`src/rtl/cdb_arbiter_pkg.sv`:
```
// Shared widths, source encodings and payload layouts for the result-broadcast arbiter.
package cdb_arbiter_pkg;

    localparam int unsigned CDB_ROB_W = 4;
    localparam int unsigned CDB_VAL_W = 32;

    localparam logic CDB_SRC_ALU = 1'b0;
    localparam logic CDB_SRC_LSB = 1'b1;

    typedef struct packed {
        logic [CDB_ROB_W-1:0] rob_pos;
        logic [CDB_VAL_W-1:0] val;
        logic                 jump;
        logic [CDB_VAL_W-1:0] pc;
    } alu_entry_t;

    typedef struct packed {
        logic [CDB_ROB_W-1:0] rob_pos;
        logic [CDB_VAL_W-1:0] val;
    } lsb_entry_t;

    typedef struct packed {
        logic                 valid;
        logic                 src;
        logic [CDB_ROB_W-1:0] rob_pos;
        logic [CDB_VAL_W-1:0] val;
        logic                 jump;
        logic [CDB_VAL_W-1:0] pc;
    } cdb_bus_t;

endpackage

```
`src/rtl/cdb_arbiter_if.sv`:
```
// Producer handshakes, reorder-buffer controls and the broadcast bus of the arbiter.
interface cdb_arbiter_if #(
    parameter int unsigned ROB_W = cdb_arbiter_pkg::CDB_ROB_W
);
    import cdb_arbiter_pkg::*;

    logic                 rdy;
    logic                 rollback;
    logic [ROB_W-1:0]     head_rob_pos;

    logic                 alu_valid;
    logic                 alu_ready;
    logic [ROB_W-1:0]     alu_rob_pos;
    logic [CDB_VAL_W-1:0] alu_val;
    logic                 alu_jump;
    logic [CDB_VAL_W-1:0] alu_pc;

    logic                 lsb_valid;
    logic                 lsb_ready;
    logic [ROB_W-1:0]     lsb_rob_pos;
    logic [CDB_VAL_W-1:0] lsb_val;

    logic                 cdb_valid;
    logic                 cdb_src;
    logic [ROB_W-1:0]     cdb_rob_pos;
    logic [CDB_VAL_W-1:0] cdb_val;
    logic                 cdb_jump;
    logic [CDB_VAL_W-1:0] cdb_pc;

    modport master (
        output rdy, rollback, head_rob_pos,
        output alu_valid, alu_rob_pos, alu_val, alu_jump, alu_pc,
        output lsb_valid, lsb_rob_pos, lsb_val,
        input  alu_ready, lsb_ready,
        input  cdb_valid, cdb_src, cdb_rob_pos, cdb_val, cdb_jump, cdb_pc
    );

    modport slave (
        input  rdy, rollback, head_rob_pos,
        input  alu_valid, alu_rob_pos, alu_val, alu_jump, alu_pc,
        input  lsb_valid, lsb_rob_pos, lsb_val,
        output alu_ready, lsb_ready,
        output cdb_valid, cdb_src, cdb_rob_pos, cdb_val, cdb_jump, cdb_pc
    );

endinterface

```
`src/rtl/cdb_fifo.sv`:
```
// Per-source result FIFO with flush and global enable; occupancy kept in a count one bit
// wider than the pointers so full and empty never alias.
module cdb_fifo #(
    parameter int unsigned DEPTH = 4,
    parameter int unsigned W     = 8
) (
    input  logic                   clk,
    input  logic                   rst_n,
    input  logic                   en,
    input  logic                   flush,
    input  logic                   push,
    input  logic [W-1:0]           push_data,
    input  logic                   pop,
    output logic [W-1:0]           head_data,
    output logic [$clog2(DEPTH):0] count,
    output logic                   empty
);

    localparam int unsigned PTR_W = $clog2(DEPTH);
    localparam int unsigned CNT_W = PTR_W + 1;

    logic [W-1:0]     mem_q [DEPTH];
    logic [W-1:0]     mem_d [DEPTH];
    logic [PTR_W-1:0] wr_ptr_q, wr_ptr_d;
    logic [PTR_W-1:0] rd_ptr_q, rd_ptr_d;
    logic [CNT_W-1:0] count_q, count_d;
    logic             full;
    logic             do_push;
    logic             do_pop;

    assign full      = (count_q == CNT_W'(DEPTH));
    assign empty     = (count_q == '0);
    assign do_push   = en && !flush && push && !full;
    assign do_pop    = en && !flush && pop && !empty;
    assign head_data = mem_q[rd_ptr_q];
    assign count     = count_q;

    // Pointers wrap naturally because DEPTH is a power of two.
    always_comb begin
        mem_d    = mem_q;
        wr_ptr_d = wr_ptr_q;
        rd_ptr_d = rd_ptr_q;
        count_d  = count_q;
        if (en && flush) begin
            wr_ptr_d = '0;
            rd_ptr_d = '0;
            count_d  = '0;
        end else begin
            if (do_push) begin
                mem_d[wr_ptr_q] = push_data;
                wr_ptr_d        = wr_ptr_q + PTR_W'(1);
            end
            if (do_pop) begin
                rd_ptr_d = rd_ptr_q + PTR_W'(1);
            end
            count_d = count_q + CNT_W'(do_push) - CNT_W'(do_pop);
        end
    end

    always_ff @(posedge clk or negedge rst_n) begin
        if (!rst_n) begin
            wr_ptr_q <= '0;
            rd_ptr_q <= '0;
            count_q  <= '0;
        end else begin
            wr_ptr_q <= wr_ptr_d;
            rd_ptr_q <= rd_ptr_d;
            count_q  <= count_d;
        end
    end

    // Storage needs no reset: entries are only read while counted as occupied.
    always_ff @(posedge clk) begin
        mem_q <= mem_d;
    end

endmodule

```
`src/rtl/cdb_arbiter.sv`:
```
// Arbitrates the ALU and LSB result FIFOs onto one registered broadcast bus, giving the
// reorder-buffer head result priority and round-robin otherwise.
module cdb_arbiter
    import cdb_arbiter_pkg::*;
#(
    parameter int unsigned DEPTH = 4,
    parameter int unsigned ROB_W = CDB_ROB_W
) (
    input  logic         clk,
    input  logic         rst,
    cdb_arbiter_if.slave bus
);

    localparam int unsigned CNT_W = $clog2(DEPTH) + 1;
    localparam int unsigned ALU_W = $bits(alu_entry_t);
    localparam int unsigned LSB_W = $bits(lsb_entry_t);

    alu_entry_t       alu_in, alu_head;
    lsb_entry_t       lsb_in, lsb_head;
    logic [CNT_W-1:0] alu_count, lsb_count;
    logic             alu_empty, lsb_empty;
    logic             accept_en;
    logic             alu_pop, lsb_pop;
    logic [ROB_W-1:0] head_pos;

    logic             grant;
    logic             winner;
    logic             alu_match, lsb_match;

    cdb_bus_t         cdb_q, cdb_d;
    logic             rr_last_q, rr_last_d;

    assign accept_en     = bus.rdy && !bus.rollback;
    assign bus.alu_ready = accept_en && (alu_count != CNT_W'(DEPTH));
    assign bus.lsb_ready = accept_en && (lsb_count != CNT_W'(DEPTH));
    assign head_pos      = bus.head_rob_pos;

    assign alu_in = '{rob_pos: bus.alu_rob_pos, val: bus.alu_val,
                      jump: bus.alu_jump, pc: bus.alu_pc};
    assign lsb_in = '{rob_pos: bus.lsb_rob_pos, val: bus.lsb_val};

    cdb_fifo #(.DEPTH(DEPTH), .W(ALU_W)) u_alu_fifo (
        .clk       (clk),
        .rst_n     (rst),
        .en        (bus.rdy),
        .flush     (bus.rollback),
        .push      (bus.alu_valid && bus.alu_ready),
        .push_data (alu_in),
        .pop       (alu_pop),
        .head_data (alu_head),
        .count     (alu_count),
        .empty     (alu_empty)
    );

    cdb_fifo #(.DEPTH(DEPTH), .W(LSB_W)) u_lsb_fifo (
        .clk       (clk),
        .rst_n     (rst),
        .en        (bus.rdy),
        .flush     (bus.rollback),
        .push      (bus.lsb_valid && bus.lsb_ready),
        .push_data (lsb_in),
        .pop       (lsb_pop),
        .head_data (lsb_head),
        .count     (lsb_count),
        .empty     (lsb_empty)
    );

    // Head match beats round-robin; a double match falls back to round-robin.
    always_comb begin
        alu_match = !alu_empty && (alu_head.rob_pos == head_pos);
        lsb_match = !lsb_empty && (lsb_head.rob_pos == head_pos);
        grant     = 1'b1;
        winner    = CDB_SRC_ALU;
        if (alu_match != lsb_match) begin
            winner = lsb_match ? CDB_SRC_LSB : CDB_SRC_ALU;
        end else if (!alu_empty && !lsb_empty) begin
            winner = !rr_last_q;
        end else if (!alu_empty) begin
            winner = CDB_SRC_ALU;
        end else if (!lsb_empty) begin
            winner = CDB_SRC_LSB;
        end else begin
            grant = 1'b0;
        end
    end

    always_comb begin
        cdb_d     = cdb_q;
        rr_last_d = rr_last_q;
        alu_pop   = 1'b0;
        lsb_pop   = 1'b0;
        if (bus.rdy) begin
            if (bus.rollback || !grant) begin
                cdb_d.valid = 1'b0;
            end else if (winner == CDB_SRC_LSB) begin
                lsb_pop   = 1'b1;
                rr_last_d = CDB_SRC_LSB;
                cdb_d     = '{valid: 1'b1, src: CDB_SRC_LSB, rob_pos: lsb_head.rob_pos,
                              val: lsb_head.val, jump: 1'b0, pc: '0};
            end else begin
                alu_pop   = 1'b1;
                rr_last_d = CDB_SRC_ALU;
                cdb_d     = '{valid: 1'b1, src: CDB_SRC_ALU, rob_pos: alu_head.rob_pos,
                              val: alu_head.val, jump: alu_head.jump, pc: alu_head.pc};
            end
        end
    end

    always_ff @(posedge clk or negedge rst) begin
        if (!rst) begin
            cdb_q     <= '0;
            rr_last_q <= CDB_SRC_LSB;
        end else begin
            cdb_q     <= cdb_d;
            rr_last_q <= rr_last_d;
        end
    end

    assign bus.cdb_valid   = cdb_q.valid;
    assign bus.cdb_src     = cdb_q.src;
    assign bus.cdb_rob_pos = cdb_q.rob_pos;
    assign bus.cdb_val     = cdb_q.val;
    assign bus.cdb_jump    = cdb_q.jump;
    assign bus.cdb_pc      = cdb_q.pc;

endmodule

```
`src/flat_wrapper.sv`:
```
// flat-port wrapper written by rule: the top's interface ports become plain ports
module cdb_arbiter_flat import cdb_arbiter_pkg::*;
#(
    parameter int unsigned DEPTH = 4,
    parameter int unsigned ROB_W = CDB_ROB_W
)
  (clk, rst, bus_rdy, bus_rollback, bus_head_rob_pos, bus_alu_valid, bus_alu_rob_pos, bus_alu_val, bus_alu_jump, bus_alu_pc, bus_lsb_valid, bus_lsb_rob_pos, bus_lsb_val, bus_alu_ready, bus_lsb_ready, bus_cdb_valid, bus_cdb_src, bus_cdb_rob_pos, bus_cdb_val, bus_cdb_jump, bus_cdb_pc);
  cdb_arbiter_if #(.ROB_W(ROB_W)) bus_i ();
  input  logic clk;
  input  logic rst;
  input wire logic [$bits(bus_i.rdy)-1:0] bus_rdy;
  input wire logic [$bits(bus_i.rollback)-1:0] bus_rollback;
  input wire logic [$bits(bus_i.head_rob_pos)-1:0] bus_head_rob_pos;
  input wire logic [$bits(bus_i.alu_valid)-1:0] bus_alu_valid;
  input wire logic [$bits(bus_i.alu_rob_pos)-1:0] bus_alu_rob_pos;
  input wire logic [$bits(bus_i.alu_val)-1:0] bus_alu_val;
  input wire logic [$bits(bus_i.alu_jump)-1:0] bus_alu_jump;
  input wire logic [$bits(bus_i.alu_pc)-1:0] bus_alu_pc;
  input wire logic [$bits(bus_i.lsb_valid)-1:0] bus_lsb_valid;
  input wire logic [$bits(bus_i.lsb_rob_pos)-1:0] bus_lsb_rob_pos;
  input wire logic [$bits(bus_i.lsb_val)-1:0] bus_lsb_val;
  output wire logic [$bits(bus_i.alu_ready)-1:0] bus_alu_ready;
  output wire logic [$bits(bus_i.lsb_ready)-1:0] bus_lsb_ready;
  output wire logic [$bits(bus_i.cdb_valid)-1:0] bus_cdb_valid;
  output wire logic [$bits(bus_i.cdb_src)-1:0] bus_cdb_src;
  output wire logic [$bits(bus_i.cdb_rob_pos)-1:0] bus_cdb_rob_pos;
  output wire logic [$bits(bus_i.cdb_val)-1:0] bus_cdb_val;
  output wire logic [$bits(bus_i.cdb_jump)-1:0] bus_cdb_jump;
  output wire logic [$bits(bus_i.cdb_pc)-1:0] bus_cdb_pc;
  assign bus_i.rdy = bus_rdy;
  assign bus_i.rollback = bus_rollback;
  assign bus_i.head_rob_pos = bus_head_rob_pos;
  assign bus_i.alu_valid = bus_alu_valid;
  assign bus_i.alu_rob_pos = bus_alu_rob_pos;
  assign bus_i.alu_val = bus_alu_val;
  assign bus_i.alu_jump = bus_alu_jump;
  assign bus_i.alu_pc = bus_alu_pc;
  assign bus_i.lsb_valid = bus_lsb_valid;
  assign bus_i.lsb_rob_pos = bus_lsb_rob_pos;
  assign bus_i.lsb_val = bus_lsb_val;
  assign bus_alu_ready = bus_i.alu_ready;
  assign bus_lsb_ready = bus_i.lsb_ready;
  assign bus_cdb_valid = bus_i.cdb_valid;
  assign bus_cdb_src = bus_i.cdb_src;
  assign bus_cdb_rob_pos = bus_i.cdb_rob_pos;
  assign bus_cdb_val = bus_i.cdb_val;
  assign bus_cdb_jump = bus_i.cdb_jump;
  assign bus_cdb_pc = bus_i.cdb_pc;
  cdb_arbiter #(.DEPTH(DEPTH), .ROB_W(ROB_W)) u_core (.clk(clk), .rst(rst), .bus(bus_i));
endmodule
```
`config.mk`:
```
export PLATFORM = sky130hd
export DESIGN_NAME = cdb_arbiter_flat
export DESIGN_NICKNAME = d
export VERILOG_FILES = /design/src/rtl/cdb_arbiter_pkg.sv /design/src/rtl/cdb_arbiter_if.sv /design/src/rtl/cdb_fifo.sv /design/src/rtl/cdb_arbiter.sv /design/src/flat_wrapper.sv
export SDC_FILE = /design/constraint.sdc
export NUM_CORES = 1
export LEC_CHECK = 0
export ABC_CLOCK_PERIOD_IN_PS = 8000
export CORE_UTILIZATION = 45
export DETAILED_ROUTE_END_ITERATION = 10
export DONT_BUFFER_PORTS = 1
export GPL_TIMING_DRIVEN = 0
export PLACE_DENSITY_LB_ADDON = 0.08
export REMOVE_ABC_BUFFERS = 1
export SYNTH_ARGS = -nofsm -noshare
export SYNTH_HDL_FRONTEND = slang
export SYNTH_SLANG_ARGS = --single-unit
export TNS_END_PERCENT = 20
```
`constraint.sdc`:
```
create_clock -name clk -period 8 [get_ports clk]
set_input_delay 1.6 -clock clk [delete_from_list [all_inputs] [get_ports clk]]
set_output_delay 1.6 -clock clk [all_outputs]
set_load 0.03 [all_outputs]
```
==> metrics.txt <==
area growth from synthesis to layout=13.6%; post-route standard cell area excluding fillers=0.0215 mm2; port buffer count=0; synth top area cells=sky130_fd_sc_hd__edfxtp_1 (67%), sky130_fd_sc_hd__mux4_2 (13%), sky130_fd_sc_hd__dfrtp_1 (11%), sky130_fd_sc_hd__a221o_1 (1.9%), sky130_fd_sc_hd__a22o_1 (1.7%); worst-path cell chain=buf_12, buf_16, mux4_2, xnor2_1, and3_1, nand3_1, o211ai_1, inv_1, ha_1, inv_1, ha_1, inv_1, fa_1, xor2_1, xnor2_1, nor2_1; die outline width=207 um; final sum of negative setup slack=0 ns; DRC violation count after routing=12; post-synthesis sequential element count=506; largest area contributor in the netlist=sky130_fd_sc_hd__edfxtp_1; Die Ht=207 um; portion of synthesized cell area occupied by the leading cell type=66.7%; Final ANT Viol Nets=0; Hold Worst Slack=0.461 ns; proportion of synthesized flip-flops having asynchronous set or reset=17.0%; worst reg-to-reg path cell count=16; cell count after synthesis=868; gp weighted congestion=0.738; Least-Margin Pin Slew=0.960 ns; max-cap check violation count=0; first-pass GRT wire length=59.7 mm; Worst Hold End=u_core.rr_last_q; placed wire-length estimate after detailed placement=24.1 mm; worst stage delay on the critical path=0.68 ns; clock tree skew after final layout=0.0125 ns; nature of the critical path endpoint=flip-flop; predominant post-synthesis flop cell=sky130_fd_sc_hd__edfxtp_1; CTS H-Tree Depth=2; warning count from the yosys run=0; starting utilization of the core area=46.0%; capture point of the worst reg-to-reg path=u_core.u_lsb_fifo.count[2]; final cycle utilization of the critical path=56.2%; proportion of synthesized chip area in sequential cells=78.1%; launching point of the worst reg2reg path=u_core.u_alu_fifo.rd_ptr_q[0]; endpoints failing setup=0; Largest delay share family, worst path=adder cells; drt first pass iters=10; violated checks=DRC; clock sink count=506; total wire length=39.4 mm; count of different cell masters after synthesis=32; number of global-route vias before repair=9493; number of buffers inserted by post-CTS setup repair=0; number of nets in the layout=1024; Remaining Overflow, GRT=0; Hold Buf Count CTS=0; io pins=188; mean routed wirelength per cell=26.8 um; Pins Over Slew Limit=0; violation count after the first detailed-route iteration=550; kind of path behind the tightest hold check=flip-flop to flip-flop; Crit path arrival time=4.93 ns; worst min-delay path startpoint=u_core.rr_last_q; cell with the largest stage delay on the worst path=sky130_fd_sc_hd__dfrtp_4; number of antenna violations at the first check in global routing=0; run status=complete, but fails checks; CP Class=flip-flop to flip-flop; headroom to the max-slew limit=36.0%; required time reported for the critical path endpoint=8.44 ns; clock latency at the later pin of the worst-skew pair=0.57 ns; RSZ-0062 raised after global routing=no; placed standard-cell area=0.0199 mm2; Leak Pwr=7.09 nW; via count of the routed design=8507; CTS tree=yes; Std-Cell Rows=74; post-DR vias/cell=5.80; final worst path period need=4.49 ns; mean area per synthesized cell=21.8 um2; cell chosen for the clock root=sky130_fd_sc_hd__clkbuf_16; maximum buffer depth of the clock tree=3; cell repeated most along the worst path=sky130_fd_sc_hd__inv_1; Hold Path Cell Cnt=2; total inserted antenna cells=0; reg-to-reg setup timing slack=3.51 ns; GRT Total Usage=19.0%; Core ar.=0.0411 mm2; CP Max Fanout=34; PwrDens=338 mW/mm2; Final Util=52.3%; fraction of final layout cells sized beyond drive strength 1=22.1%; maximum achievable frequency=223 MHz; Post-synth EDFFs=420; area enclosed by the die boundary=0.0429 mm2; largest net degree at the start of global routing=87; cts bufs inserted=51; count of cells resized by post-cts repair=0; post-synthesis cell area=0.0189 mm2; buffer and inverter count on the worst path=5; clock-pin slew on the worst setup and hold paths=0.06 ns; endpoints failing hold=0; Peak VDD IR=227 uV; kind of start point of the critical path=flip-flop
flip-flops by register name, summed over array words and instances, names as in the netlist, 2 cells and up:
signal / count
u_core.u_alu_fifo.wr_ptr_q: 2
u_core.bus.cdb_val: 32
u_core.u_lsb_fifo.count: 3
u_core.bus.cdb_rob_pos: 4
u_core.u_lsb_fifo.rd_ptr_q: 2
u_core.u_alu_fifo.count: 3
u_core.u_alu_fifo.mem_q: 276
u_core.u_lsb_fifo.wr_ptr_q: 2
u_core.u_alu_fifo.rd_ptr_q: 2
u_core.u_lsb_fifo.mem_q: 144
u_core.bus.cdb_pc: 32
final cells by class:
type / count / area, um2
clock buffers: 75 / 1440
clock inverters: 18 / 189
fillers: 3217 / 19600
inverters: 13 / 48.8
multi-input cells: 304 / 3950
flip-flops and latches: 506 / 14800
well taps: 532 / 666
repair buffers: 19 / 413
report_power, final:
part	internal, mW	switching, mW
clock	1.37	0.936
sequential	3.13	0.601
combinational	0.691	0.533
total	5.19	2.07
cell usage in the layout (no fill, tap or decap), types with 3 or more instances in the layout:
cell type	count
sky130_fd_sc_hd__mux4_2	105
sky130_fd_sc_hd__ha_1	12
sky130_fd_sc_hd__clkbuf_8	3
sky130_fd_sc_hd__buf_16	11
sky130_fd_sc_hd__a221o_1	36
sky130_fd_sc_hd__and3_4	4
sky130_fd_sc_hd__clkinv_2	6
sky130_fd_sc_hd__and3_2	4
sky130_fd_sc_hd__clkbuf_1	19
sky130_fd_sc_hd__and2_1	6
sky130_fd_sc_hd__a22o_1	37
sky130_fd_sc_hd__buf_4	4
sky130_fd_sc_hd__dfrtp_4	3
sky130_fd_sc_hd__clkinv_1	6
sky130_fd_sc_hd__xnor2_1	13
sky130_fd_sc_hd__edfxtp_1	420
sky130_fd_sc_hd__a21oi_1	4
sky130_fd_sc_hd__nand2_1	15
sky130_fd_sc_hd__clkbuf_16	53
sky130_fd_sc_hd__dfrtp_1	81
sky130_fd_sc_hd__inv_1	13
sky130_fd_sc_hd__buf_12	4
sky130_fd_sc_hd__nor2b_1	33
sky130_fd_sc_hd__nand3_1	3
sky130_fd_sc_hd__nor2_1	11
sky130_fd_sc_hd__bufinv_16	4
worst register-to-register path: stages (launching register included):
cell and delay (ns):
sky130_fd_sc_hd__dfrtp_4 0.68, sky130_fd_sc_hd__buf_12 0.28, sky130_fd_sc_hd__buf_16 0.31, sky130_fd_sc_hd__mux4_2 0.58, sky130_fd_sc_hd__xnor2_1 0.17, sky130_fd_sc_hd__and3_1 0.18
sky130_fd_sc_hd__nand3_1 0.14, sky130_fd_sc_hd__o211ai_1 0.57, sky130_fd_sc_hd__inv_1 0.11, sky130_fd_sc_hd__ha_1 0.29, sky130_fd_sc_hd__inv_1 0.06, sky130_fd_sc_hd__ha_1 0.13
sky130_fd_sc_hd__inv_1 0.05, sky130_fd_sc_hd__fa_1 0.41, sky130_fd_sc_hd__xor2_1 0.18, sky130_fd_sc_hd__xnor2_1 0.15, sky130_fd_sc_hd__nor2_1 0.07
metrics by stage:
stage	setup WS (ns)	power, mW	cells
2_1_floorplan	1.22	4.65	823
3_3_place_gp	-2.41	5.05	1355
3_5_place_dp	3.46	5.04	1374
4_1_cts	3.40	7.36	1467
5_1_grt	3.15	7.57	1467
6_report	3.51	7.26	1467
worst max-delay path by stage:
| stage | start | endpoint | slack [ns] | depth (start not counted) |
|---|---|---|---|---|
| floorplan | u_core.u_alu_fifo.rd_ptr_q[0] | u_core.u_alu_fifo.count[2] | 1.22 | 14 |
| global placement | u_core.u_alu_fifo.rd_ptr_q[0] | u_core.u_lsb_fifo.count[2] | -2.41 | 14 |
| detailed placement | u_core.u_alu_fifo.rd_ptr_q[0] | u_core.u_lsb_fifo.count[2] | 3.46 | 16 |
| CTS | u_core.u_alu_fifo.rd_ptr_q[0] | u_core.u_lsb_fifo.count[2] | 3.40 | 16 |
| global route | u_core.u_alu_fifo.rd_ptr_q[0] | u_core.u_lsb_fifo.count[2] | 3.15 | 16 |
| finish | u_core.u_alu_fifo.rd_ptr_q[0] | u_core.u_lsb_fifo.count[2] | 3.51 | 16 |
cells in the mapped netlist (2+ instances only):
cell                       count
sky130_fd_sc_hd__or3_1         2
sky130_fd_sc_hd__mux4_2      105
sky130_fd_sc_hd__clkbuf_1     29
sky130_fd_sc_hd__fa_1          2
sky130_fd_sc_hd__and3_1       10
sky130_fd_sc_hd__mux2i_1       2
sky130_fd_sc_hd__xnor2_1      13
sky130_fd_sc_hd__a221o_1      36
sky130_fd_sc_hd__a21oi_1       4
sky130_fd_sc_hd__a22o_1       37
sky130_fd_sc_hd__edfxtp_1    420
sky130_fd_sc_hd__xor2_1        2
sky130_fd_sc_hd__nor2_1       11
sky130_fd_sc_hd__o21ai_1       3
sky130_fd_sc_hd__buf_1         3
sky130_fd_sc_hd__and2_1        7
sky130_fd_sc_hd__dfrtp_1      85
sky130_fd_sc_hd__nor2b_1      33
sky130_fd_sc_hd__inv_1        13
sky130_fd_sc_hd__nand3_1       3
sky130_fd_sc_hd__ha_1         12
sky130_fd_sc_hd__nand2_1      15
sky130_fd_sc_hd__o211ai_1      2
sky130_fd_sc_hd__buf_2        11
metal layers:
metal	part of all wire, %	global-route usage (%)
met4	2.3	6.61
met5	0	0
met3	8.5	6.06
met2	52	32.0
met1	38	23.1
cells by family (layout without fill, tap and decap cells):
family / after synthesis / in the layout / share of synthesized area (%)
flip-flops: 506 / 506 / 78.1
multiplexers: 107 / 107 / 12.6
AO/OA/AOI/OAI: 84 / 84 / 3.95
AND/OR/NAND/NOR: 84 / 84 / 2.41
buffers and inverters: 58 / 125 / 1.28
XOR/XNOR: 15 / 15 / 0.695
adder cells (fa/ha/maj): 14 / 14 / 1.01
(Power assumes the default switching activity.)
